## src/rtl/seg14_scan_sched.sv

```systemverilog
// -----------------------------------------------------------------------------
// seg14_scan_sched
//
// Scan scheduler for a multiplexed 14-segment display. It holds a 16-entry
// host-writable message buffer of character codes. It time-slices the shared
// sel/segm lines across NUM_DIGITS digits, with a blanking gap between digits
// to prevent ghosting. It can also rotate (scroll) the message across the
// display.
//
// Ports:
//   clk        : clock, all logic on the rising edge
//   rst_n      : synchronous, active-low reset
//   wr_en      : buffer write request, held by the host until accepted
//   wr_addr    : buffer entry index
//   wr_data    : character code (0-9 digits, 10-35 A-Z, 36 space, 37-63 blank)
//   wr_ready   : high in every BLANK cycle; a write lands when wr_en && wr_ready
//   msg_len    : active message length 0..16 (larger values clamp to 16)
//   scroll_en  : rotate the message by one character every SCROLL_DIV frames
//   sel        : one-hot digit select, all zero during the blanking gap
//   segm       : glyph for the selected digit (MSB = segment a)
//   frame_done : one-cycle pulse during the last DRIVE cycle of the last digit
//
// Optional build macro SEG14_BLINK_EN:
//   Adds input blink_mask[NUM_DIGITS-1:0]. A blink phase toggles every 32
//   frames. While the phase is 1, masked digits drive segm=0. sel keeps
//   scanning as normal.
//
// Timing model: state_r names the phase that the next clock edge presents on
// the registered outputs. The first edge after reset therefore shows a BLANK
// cycle with wr_ready=1. The following edge shows digit 0.
// -----------------------------------------------------------------------------
module seg14_scan_sched #(
  parameter int NUM_DIGITS   = 12,
  parameter int BUF_DEPTH    = 16,
  parameter int DWELL_CYCLES = 4,
  parameter int BLANK_CYCLES = 1,
  parameter int SCROLL_DIV   = 64
) (
  input  logic                  clk,
  input  logic                  rst_n,
  input  logic                  wr_en,
  input  logic [3:0]            wr_addr,
  input  logic [5:0]            wr_data,
  output logic                  wr_ready,
  input  logic [4:0]            msg_len,
  input  logic                  scroll_en,
`ifdef SEG14_BLINK_EN
  input  logic [NUM_DIGITS-1:0] blink_mask,
`endif
  output logic [NUM_DIGITS-1:0] sel,
  output logic [13:0]           segm,
  output logic                  frame_done
);

  localparam int DGW = (NUM_DIGITS > 1)   ? $clog2(NUM_DIGITS)   : 1;
  localparam int DWW = (DWELL_CYCLES > 1) ? $clog2(DWELL_CYCLES) : 1;
  localparam int BKW = (BLANK_CYCLES > 1) ? $clog2(BLANK_CYCLES) : 1;
  localparam int FCW = (SCROLL_DIV > 1)   ? $clog2(SCROLL_DIV)   : 1;

  localparam logic [DGW-1:0]        DIGIT_LAST = DGW'(NUM_DIGITS - 1);
  localparam logic [DWW-1:0]        DWELL_LAST = DWW'(DWELL_CYCLES - 1);
  localparam logic [BKW-1:0]        BLANK_LAST = BKW'(BLANK_CYCLES - 1);
  localparam logic [FCW-1:0]        FRAME_LAST = FCW'(SCROLL_DIV - 1);
  localparam logic [4:0]            LEN_MAX    = 5'(BUF_DEPTH);
  localparam logic [5:0]            CODE_SPACE = 6'd36;
  localparam logic [NUM_DIGITS-1:0] SEL_ONE    = NUM_DIGITS'(1);

  typedef enum logic [0:0] {
    ST_BLANK = 1'b0,
    ST_DRIVE = 1'b1
  } state_t;

  // Character code to 14-segment glyph. Bit order is a b c d e f g1 g2 h i j k l m.
  function automatic logic [13:0] seg14_glyph(input logic [5:0] code);
    logic [13:0] g;
    case (code)
      6'd0:    g = 14'b11111100_001001;
      6'd1:    g = 14'b01100000_001000;
      6'd2:    g = 14'b11011011_000000;
      6'd3:    g = 14'b11110001_000000;
      6'd4:    g = 14'b01100111_000000;
      6'd5:    g = 14'b10110111_000000;
      6'd6:    g = 14'b10111111_000000;
      6'd7:    g = 14'b11100000_000000;
      6'd8:    g = 14'b11111111_000000;
      6'd9:    g = 14'b11110111_000000;
      6'd10:   g = 14'b11101111_000000;
      6'd11:   g = 14'b11110001_010010;
      6'd12:   g = 14'b10011100_000000;
      6'd13:   g = 14'b11110000_010010;
      6'd14:   g = 14'b10011110_000000;
      6'd15:   g = 14'b10001110_000000;
      6'd16:   g = 14'b10111101_000000;
      6'd17:   g = 14'b01101111_000000;
      6'd18:   g = 14'b10010000_010010;
      6'd19:   g = 14'b01111000_000000;
      6'd20:   g = 14'b00001110_001100;
      6'd21:   g = 14'b00011100_000000;
      6'd22:   g = 14'b01101100_101000;
      6'd23:   g = 14'b01101100_100100;
      6'd24:   g = 14'b11111100_000000;
      6'd25:   g = 14'b11001111_000000;
      6'd26:   g = 14'b11111100_000100;
      6'd27:   g = 14'b11001111_000100;
      6'd28:   g = 14'b10110111_000000;
      6'd29:   g = 14'b10000000_010010;
      6'd30:   g = 14'b01111100_000000;
      6'd31:   g = 14'b00001100_001001;
      6'd32:   g = 14'b01101100_000101;
      6'd33:   g = 14'b00000000_101101;
      6'd34:   g = 14'b00000000_101010;
      6'd35:   g = 14'b10010000_001001;
      default: g = 14'b00000000_000000;  // space (36) and the blank codes 37-63
    endcase
    return g;
  endfunction

  state_t         state_r;
  logic [DGW-1:0] digit_r;
  logic [DWW-1:0] dwell_cnt_r;
  logic [BKW-1:0] blank_cnt_r;
  logic [FCW-1:0] frame_cnt_r;
  logic [3:0]     offset_r;
  logic [5:0]     buf_r [BUF_DEPTH];

  logic [4:0]     len_s;
  logic [3:0]     offset_eff_s;
  logic [7:0]     sum_s;
  logic [3:0]     idx_s;
  logic           show_blank_s;
  logic           wr_fire_s;
  logic [5:0]     char_s;
  logic [13:0]    glyph_s;
  logic           drive_entry_s;
  logic           frame_end_s;
  logic [3:0]     offset_base_s;
  logic [3:0]     offset_inc_s;
  logic [3:0]     offset_nxt_s;
  logic [FCW-1:0] frame_cnt_nxt_s;

`ifdef SEG14_BLINK_EN
  logic [4:0]     blink_cnt_r;
  logic           blink_phase_r;
`endif

  // Pick the buffer entry for the digit about to be driven.
  always_comb begin
    len_s        = (msg_len > LEN_MAX) ? LEN_MAX : msg_len;
    // An offset left beyond a shortened message restarts at 0 on DRIVE entry.
    offset_eff_s = ({1'b0, offset_r} >= len_s) ? 4'd0 : offset_r;
    sum_s        = 8'(offset_eff_s) + 8'(digit_r);
    idx_s        = 4'd0;
    show_blank_s = 1'b1;
    if (len_s == 5'd0) begin
      show_blank_s = 1'b1;
    end else if (!scroll_en) begin
      if (8'(digit_r) < 8'(len_s)) begin
        idx_s        = 4'(digit_r);
        show_blank_s = 1'b0;
      end else begin
        show_blank_s = 1'b1;
      end
    end else begin
      idx_s        = 4'(sum_s % 8'(len_s));
      show_blank_s = 1'b0;
    end
  end

  // Fetch the character, forwarding a write that lands on the same edge as the read.
  always_comb begin
    wr_fire_s = wr_en && wr_ready;
    if (show_blank_s) begin
      char_s = CODE_SPACE;
    end else if (wr_fire_s && (wr_addr == idx_s)) begin
      char_s = wr_data;
    end else begin
      char_s = buf_r[idx_s];
    end
`ifdef SEG14_BLINK_EN
    glyph_s = (blink_phase_r && blink_mask[digit_r]) ? 14'd0 : seg14_glyph(char_s);
`else
    glyph_s = seg14_glyph(char_s);
`endif
  end

  // Frame-end and scroll-offset bookkeeping.
  always_comb begin
    drive_entry_s   = (state_r == ST_DRIVE) && (dwell_cnt_r == '0);
    frame_end_s     = (state_r == ST_DRIVE) && (dwell_cnt_r == DWELL_LAST) &&
                      (digit_r == DIGIT_LAST);
    offset_base_s   = drive_entry_s ? offset_eff_s : offset_r;
    offset_inc_s    = (({1'b0, offset_base_s} + 5'd1) >= len_s) ? 4'd0 :
                      (offset_base_s + 4'd1);
    offset_nxt_s    = offset_base_s;
    frame_cnt_nxt_s = frame_cnt_r;
    if (!scroll_en) begin
      offset_nxt_s    = 4'd0;
      frame_cnt_nxt_s = '0;
    end else if (frame_end_s) begin
      if (frame_cnt_r == FRAME_LAST) begin
        frame_cnt_nxt_s = '0;
        offset_nxt_s    = offset_inc_s;
      end else begin
        frame_cnt_nxt_s = frame_cnt_r + FCW'(1);
        offset_nxt_s    = offset_base_s;
      end
    end else begin
      frame_cnt_nxt_s = frame_cnt_r;
      offset_nxt_s    = offset_base_s;
    end
  end

  // Scan FSM: sequences BLANK/DRIVE, registers the display outputs and owns the buffer.
  always_ff @(posedge clk) begin
    if (!rst_n) begin
      state_r     <= ST_BLANK;
      digit_r     <= '0;
      dwell_cnt_r <= '0;
      blank_cnt_r <= '0;
      frame_cnt_r <= '0;
      offset_r    <= 4'd0;
      sel         <= '0;
      segm        <= 14'd0;
      frame_done  <= 1'b0;
      wr_ready    <= 1'b0;
      for (int i = 0; i < BUF_DEPTH; i++) begin
        buf_r[i] <= CODE_SPACE;
      end
    end else begin
      if (wr_fire_s) begin
        buf_r[wr_addr] <= wr_data;
      end
      frame_cnt_r <= frame_cnt_nxt_s;
      offset_r    <= offset_nxt_s;
      frame_done  <= frame_end_s;
      case (state_r)
        ST_BLANK: begin
          sel      <= '0;
          segm     <= 14'd0;
          wr_ready <= 1'b1;
          if (blank_cnt_r == BLANK_LAST) begin
            blank_cnt_r <= '0;
            state_r     <= ST_DRIVE;
          end else begin
            blank_cnt_r <= blank_cnt_r + BKW'(1);
          end
        end
        ST_DRIVE: begin
          wr_ready <= 1'b0;
          // The buffer is read once, on DRIVE entry. The glyph is then held for the dwell.
          if (drive_entry_s) begin
            sel  <= SEL_ONE << digit_r;
            segm <= glyph_s;
          end
          if (dwell_cnt_r == DWELL_LAST) begin
            dwell_cnt_r <= '0;
            state_r     <= ST_BLANK;
            digit_r     <= (digit_r == DIGIT_LAST) ? '0 : (digit_r + DGW'(1));
          end else begin
            dwell_cnt_r <= dwell_cnt_r + DWW'(1);
          end
        end
        default: begin
          state_r     <= ST_BLANK;
          digit_r     <= '0;
          dwell_cnt_r <= '0;
          blank_cnt_r <= '0;
          sel         <= '0;
          segm        <= 14'd0;
          wr_ready    <= 1'b0;
        end
      endcase
    end
  end

`ifdef SEG14_BLINK_EN
  // Blink phase flips once every 32 completed frames.
  always_ff @(posedge clk) begin
    if (!rst_n) begin
      blink_cnt_r   <= 5'd0;
      blink_phase_r <= 1'b0;
    end else if (frame_end_s) begin
      blink_cnt_r <= blink_cnt_r + 5'd1;
      if (blink_cnt_r == 5'd31) begin
        blink_phase_r <= ~blink_phase_r;
      end
    end
  end
`endif

endmodule

```

## config.mk

```make
export PLATFORM = sky130hd
export DESIGN_NAME = seg14_scan_sched
export DESIGN_NICKNAME = d
export VERILOG_FILES = /design/src/rtl/seg14_scan_sched.sv
export SDC_FILE = /design/constraint.sdc
export NUM_CORES = 1
export LEC_CHECK = 0
export CAP_MARGIN = 20
export CORE_UTILIZATION = 25
export CTS_CLUSTER_SIZE = 8
export DETAILED_ROUTE_END_ITERATION = 6
export PLACE_DENSITY = 0.38
export SYNTH_ARGS = -nofsm -noshare
export SYNTH_HDL_FRONTEND = slang
export SYNTH_SLANG_ARGS = --single-unit
```

## constraint.sdc

```tcl
create_clock -name clk -period 27.2 [get_ports clk]
set_clock_uncertainty 0.1 [all_clocks]
set_input_delay 2.72 -clock clk [delete_from_list [all_inputs] [get_ports clk]]
set_output_delay 2.72 -clock clk [all_outputs]
set_load 0.05 [all_outputs]
```

* Yosys cells after proc, flatten, opt, wreduce, memory -nomap -nowiden
Memory sizes are Yosys's and may differ from the RTL's. Cells that the tools add are included.
Storage, ports and cells: memory bits (writable) 96, output and inout port bits 28, memory bits (read-only) 896, memories kept 2, bits in registers 46, input port bits 19
Cells by class: equal/unequal tests 5, bitwise gates (word level) 1, multiplexer cells 33, order comparisons 4, add/sub/neg operators 7, reductions and logical operators 10, shift operators 1, divide/modulo/power cells 1
Memories:
- (name not given) | words 64, bits a word 14, read ports 1, clocked after memory_dff 0, write ports 0, line 76 | case (code)
- buf_r | words 16, bits a word 6, read ports 1, clocked after memory_dff 0, write ports 16, line 124 | logic [5:0] buf_r [BUF_DEPTH];
Operator list (number):
- $mux 4 | 10
- $pmux 14 s2 | 1
- $mux 6 | 4
- $pmux 12 s2 | 1
- $mux 14 | 1
- $mux 12 | 1
- $shl 1x4->12 const A | 1
- $mux 1 | 11
- $add 4x1->4 const B | 2
- $mod 8x5->8 | 1
- $add 6x1->6 const B | 1
- $eq 6x6->1 const B | 1
- $reduce_or 6->1 | 1
- $add 4x1->5 const B | 1
- $add 4x4->5 | 1
- $ge 4x5->1 | 1
- $ge 5x5->1 | 1
- $gt 5x5->1 const B | 1
- $logic_and 1x1->1 | 5
- $logic_not 5->1 | 1
- $lt 4x5->1 | 1
- $mux 5 | 1
- $eq 4x4->1 | 1
- $eq 4x4->1 const B | 1
- other kinds (9) | 11

* Longest topological paths before layout
An unclocked memory read counts as a cell.
depth in word-level cells 15, gate-level depth with buffers 68, depth with buffers taken out 64

* Worst setup path before layout
No wires, ideal clock.
path kind input port to flip-flop, from in msg_len[4], to reg segm[8], stages on the path 59, arrival 14.657 ns, path slack 12.325 ns, cell sequence buf_2 > inv_1 > nand2_1 > ha_1 > o21ai_0 > a211oi_1 > ha_1 > o21ai_1 > a2111oi_2 > mux2_1 > ha_1 > o211ai_1 > a21o_1 > a21oi_1 > mux2_2 > ha_1 > o21ai_0 > a221o_1 > (+23 left out) > a21oi_1 > a211oi_4 > and3_1 > a211oi_4 > buf_4 > buf_6 > nand2_1 > nand3_1 > nand3_1 > a221oi_1 > nand2_1 > inv_1 > ha_1 > inv_1 > mux2i_1 > nand3_1 > and3_1 > a32o_1
Between the ends: longest elaborated chain between the ends 15
RTL lines:
- start: declaration | line 45 | input logic [4:0] msg_len,
- $gt 5x5->1 | line 148 | len_s = (msg_len > LEN_MAX) ? LEN_MAX : msg_len;
- $mux 5 (*) | line 148
- branches (longest 9 deep; another with $mod 8x5->8)
- $mux 6 (*) | line 172 | if (show_blank_s) begin
- $mem_v2 64x14 (*)
- $mux 14 (*) | line 251 | if (drive_entry_s) begin
- $pmux 14 s2 (*) | line 236 | case (state_r)
- end signal: assignment | line 253 | segm <= glyph_s;
- end: declaration | line 51 | output logic [13:0] segm,
Mark *: on every way between the ends. The select of a mux whose other input is x is not followed. A chain may end at the register's enable or synchronous reset.

* Worst setup path after layout
Same ends and word-level chain as after synthesis.

==> metrics.csv <==
metric,value,unit
timing.final.hold_violations,0,
die_height,201,µm
start_util,0.254,
rsz0062_at_grt,false,
critPathBufInv,7,
placed_area,10800,µm²
p_total,1.49,mW
setup_tns,0,ns
grt_pass1_wl,49000,µm
final_area,11300,µm²
drtPass1Iterations,5,
setup_violations,0,
cp_top_family,compound AO/OA/AOI/OAI gates,
vias_per_cell,5.04,
yosysSeqAreaShare,0.384,
placedCellCount,1568,
ctsResizeCount,0,
syn2layout_area_growth,14.8,%
holdBufCountCts,0,
core-area,38800,µm²
die_x,201,µm
cts_root_buffer,clkbuf_16,
setup.worst_path.end_class,flip-flop,
overflow,0,
ys_ff_latch,141,
port_buffers,46,
clock-sinks,141,
final_layout_size_suffix_gt1_frac,0.0767,
syn_area,9870,µm²
wl_per_cell,19.5,µm
dominantRegCellSynth,edfxtp_1,
tritoncts,done,
path_class,input pin to flip-flop,
grt_use_total,0.158,
num_vias,8068,
clock.fmax,57.4,MHz
ys_warn_count,0,
maxCapViolations,0,
synth_top_area_frac,0.292,
clk-insertion-delay-late,0.44,ns
seq_area,3780,µm²
drt_wl_total,31200,µm
multi_input_area,5640,µm²
power-per-cell-area,131,nW/µm²
io_pins,47,
synth_top_area_cell,edfxtp_1,
path_max_fanout,11,
cp_slowest_cell,clkdlybuf4s50_1,
drtIter0Drc,451,
hp-start,segm[4]$_SDFFE_PN0P_,
fin_ws,9.77,ns
clock_path_buffers,2,
syn_area_per_cell,9.40,µm²
fp.dieArea,40300,µm²
post_cts_buffers,0,
n_antenna_cell,0,
cp.required,27.43,ns
pre_cts_slack,9.34,ns
run_status,"complete, no violations",
cts.clk_slew.worst_paths,0.06,ns
antenna_found_initial,0,
max_slew_margin,0.345,
fin_nets,1154,
rows,72,
hpwl,22400,µm
synthArstFlopShare,0,
grt_max_degree,38,
cpPeakStageDelay,0.61,ns
htree_num_levels,4,
drv_slew,0,
arrival,17.65,ns
synth_cell_types,97,
synth_edf_count,96,
syn_inst,1050,
synth_area_leaders,"edfxtp_1 (29%), dfxtp_1 (9.1%), ha_1 (8.1%)",
rr_startpoint,offset_r[0]$_SDFF_PN0_,
place.gp.congestion,0.834,
ant_nets,0,
worst_pin_slew,0.972,ns
grt_pass1_vias,7976,
final_cells,1600,
min_period,17.43,ns
fin_crit_sh,0.641,
n_fill_cell,4112,
critPathLaunch,msg_len[4],
startpoint_type,input pin,
numCtsBuffers,17,
ir_drop,0.0000662,V
p_leak,4.03,nW
min_path_type,flip-flop to flip-flop,
drcViolationCount,0,
## routing by layer
layer	GRT usage	up-vias	part of all wire
li1	-	3961	-
met1	0.219	3922	0.50
met2	0.253	159	0.46
met3	0.0274	26	0.032
met4	0.0363	0	0.010
met5	0	-	0
## cell type report
cell class,count,share of cell area
flip-flops and latches,141,0.334
repair buffers,61,0.0506
well taps,518,0.0572
inverters,37,0.0123
clock buffers,17,0.0376
clock inverters,15,0.00994
multi-input cells,811,0.498
## power by group
group          switching, mW  internal [mW]  leakage, nW
clock network          0.103          0.117        0.252
registers            0.00633          0.240         1.26
logic                  0.671          0.348         2.52
## cell families (layout without fill, tap and decap cells)
| kind of cell | Yosys count | in the layout | synth area share |
|---|---|---|---|
| AO/OA/AOI/OAI | 256 | 256 | 0.195 |
| XOR/XNOR | 22 | 22 | 0.0195 |
| flip-flops | 141 | 141 | 0.384 |
| buffers and inverters | 100 | 130 | 0.0453 |
| AND/OR/NAND/NOR | 417 | 417 | 0.219 |
| multiplexers | 47 | 47 | 0.0517 |
| adder cells (fa/ha/maj) | 66 | 66 | 0.0852 |
| other | 1 | 3 | 0.000380 |
## cells in the final DEF (no fill, tap or decap), drive strengths merged, types with 23 or more instances in the layout
cell type / n
ha: 64
a21oi: 49
nand3: 32
nor2: 76
inv: 40
mux2i: 30
nand2b: 23
nor3: 50
or3: 30
edfxtp: 96
nand2: 86
o21ai: 45
clkdlybuf4s50: 46
dfxtp: 45
and2: 51
## sequential cells by signal, summed over array words and instances, names as in the netlist
register / flops
offset_r: 4
buf_r: 96
sel: 12
segm: 14
dwell_cnt_r: 2
state_r: 1
frame_done: 1
digit_r: 4
frame_cnt_r: 6
wr_ready: 1
## cells in the mapped netlist (all sizes together) (7+ instances only)
library cell and number:
ha 64, clkbuf 39, a221oi 9, o211ai 16, xnor2 11, nand2 86
xor2 11, buf 24, nor2b 21, nand2b 23, and2 51, nor2 76
a211oi 8, edfxtp 96, nor4 13, a21o 16, nand3 32, dfxtp 45
a21oi 49, mux2i 30, inv 35, a31oi 8, a21boi 8, a22oi 14
o21ai 45, a2111oi 8, a22o 7, and3 11, or3 30, o21a 10
nor3 50, mux2 16
## final timing paths
check	depth (start not counted)	slack (ns)	endpoint
max	61	9.77	segm[8]$_SDFFE_PN0P_
min	2	0.35	segm[4]$_SDFFE_PN0P_
max reg2reg	59	13.41	segm[8]$_SDFFE_PN0P_
min reg2reg	2	0.35	segm[4]$_SDFFE_PN0P_
## through the flow
stage	utilization	hold slack, ns
floorplan	-	0.349
global placement	0.278	0.342
detailed placement	0.278	0.341
CTS	0.292	0.351
global route	0.292	0.375
finish	0.292	0.347
## tightest hold or removal path: stages (launching register included)
cell and delay (ns):
dfxtp_1 0.31, nand2_1 0.05, nand2_1 0.04
(Power assumes the default switching activity.)
==> RTL edit (config.mk and constraints unchanged) <==
Set the parameter `NUM_DIGITS` to 24 (it was 12).
--- a/src/rtl/seg14_scan_sched.sv
+++ b/src/rtl/seg14_scan_sched.sv
@@ -32,3 +32,3 @@
 module seg14_scan_sched #(
-  parameter int NUM_DIGITS   = 12,
+  parameter int NUM_DIGITS   = 24,
   parameter int BUF_DEPTH    = 16,
Ports: changed (resized sel); port bits go from 47 to 59. No check against the original RTL was run, so the function may have changed too.
==> RTL edit against the original RTL <==
  * Sequential share of layout area up 0.47 points
  * Power up 1.2%
  * Synthesized area up 3.7%
  * Sequential cell count up 13
  * First-iteration DRC count down 8.9%
  * Cell area up 5.4%
  * Wire length up 0.43%
  * Setup slack worse by 1.4 ns
  * Largest cell class unchanged
  * Highest routed layer unchanged
==> RTL edit: results (changes against the original RTL) <==
switching share of power 0.493 (was 0.525); fin nets 1155 (was 1154); hold worst-path end segm[12]$_SDFFE_PN0P_ (was segm[4]$_SDFFE_PN0P_); Leak 4.41 nW (was 4.03 nW); layout cells sized above 1 0.0886 (was 0.0767); FILL cells 4190 (was 4112); Syn Inst Count 1028 (was 1050); peak supply drop 0.0705 mV (was 0.0662 mV); met2 Usage GRT 0.256 (was 0.253); vias per std cell 4.98 (was 5.04); vias in the first global route 8165 (was 7976); Cell variety after synth 96 (was 97); routed wl met2 15000 µm (was 14400 µm); Iter 0 DRT Violations 411 (was 451); critical hold path startpoint segm[12]$_SDFFE_PN0P_ (was segm[4]$_SDFFE_PN0P_); met3 WL post-DR 868 µm (was 993 µm); status finished, final reports clean (unchanged); Worst Max-Slew Pin Slew 1.09 ns (was 0.972 ns); first-pass GRT wire length 48900 µm (was 49000 µm); drt total wl 31400 µm (was 31200 µm); largest net degree at the start of global routing 40 (was 38); met3 usage 0.0225 (was 0.0274); placed cell areas 11300 µm² (was 10800 µm²); top cells by count, synth edfxtp_1 (96), nor2_1 (89), mux2i_1 (68) (was edfxtp_1 (96), nand2_1 (85), nor2_1 (75)); R2R depth 63 (was 59); Overall Global Routing Usage 0.153 (was 0.158); I/O Buffers 58 (was 46); setup slack, reg-to-reg 11.78 ns (was 13.41 ns)
[RTL edit: cell count changes after synthesis, sizes merged, moves of 9 or more]
cell,unedited run,this run
nand2,86,52
nor3,50,41
nor2,76,91
dfxtp,45,58
a22oi,14,26
mux2i,30,68
a21oi,49,33
[RTL edit: worst max path at each step]
stage | endpoint | cells past startpoint | slack, ns
floorplan | segm[12]$_SDFFE_PN0P_ | 68 | 11.26
global placement | segm[12]$_SDFFE_PN0P_ | 66 | 8.36
detailed placement | segm[12]$_SDFFE_PN0P_ | 66 | 8.00
CTS | segm[12]$_SDFFE_PN0P_ | 66 | 8.40
global route | segm[12]$_SDFFE_PN0P_ | 65 | 7.26
finish | segm[12]$_SDFFE_PN0P_ | 66 | 8.40
[RTL edit: cells by family after synthesis]
family / share of synthesized area
and+or+nand+nor: 0.198
buffers and inverters: 0.0373
other: 0.000366
AOI/OAI and AO/OA: 0.188
DFF: 0.395
adders and majority gates: 0.0822
muxes: 0.0764
xor gates and xnor gates: 0.0221
[RTL edit: layout make-up]
type	count	area, µm²	area share
sequential	154	4040	0.339
inverter	29	109	0.00912
tap	525	657	0.0550
clock inverter	13	165	0.0138
clock buffer	19	433	0.0363
multi-input combinational	794	5830	0.489
timing repair buffer	74	693	0.0581
[RTL edit: stage by stage]
| stage | hold WS [ns] | total power, mW |
|---|---|---|
| 5_1_grt | 0.392 | 1.60 |
| 2_1_floorplan | 0.349 | 1.03 |
| 6_report | 0.362 | 1.50 |
| 3_3_place_gp | 0.352 | 1.27 |
| 3_5_place_dp | 0.359 | 1.25 |
| 4_1_cts | 0.371 | 1.50 |
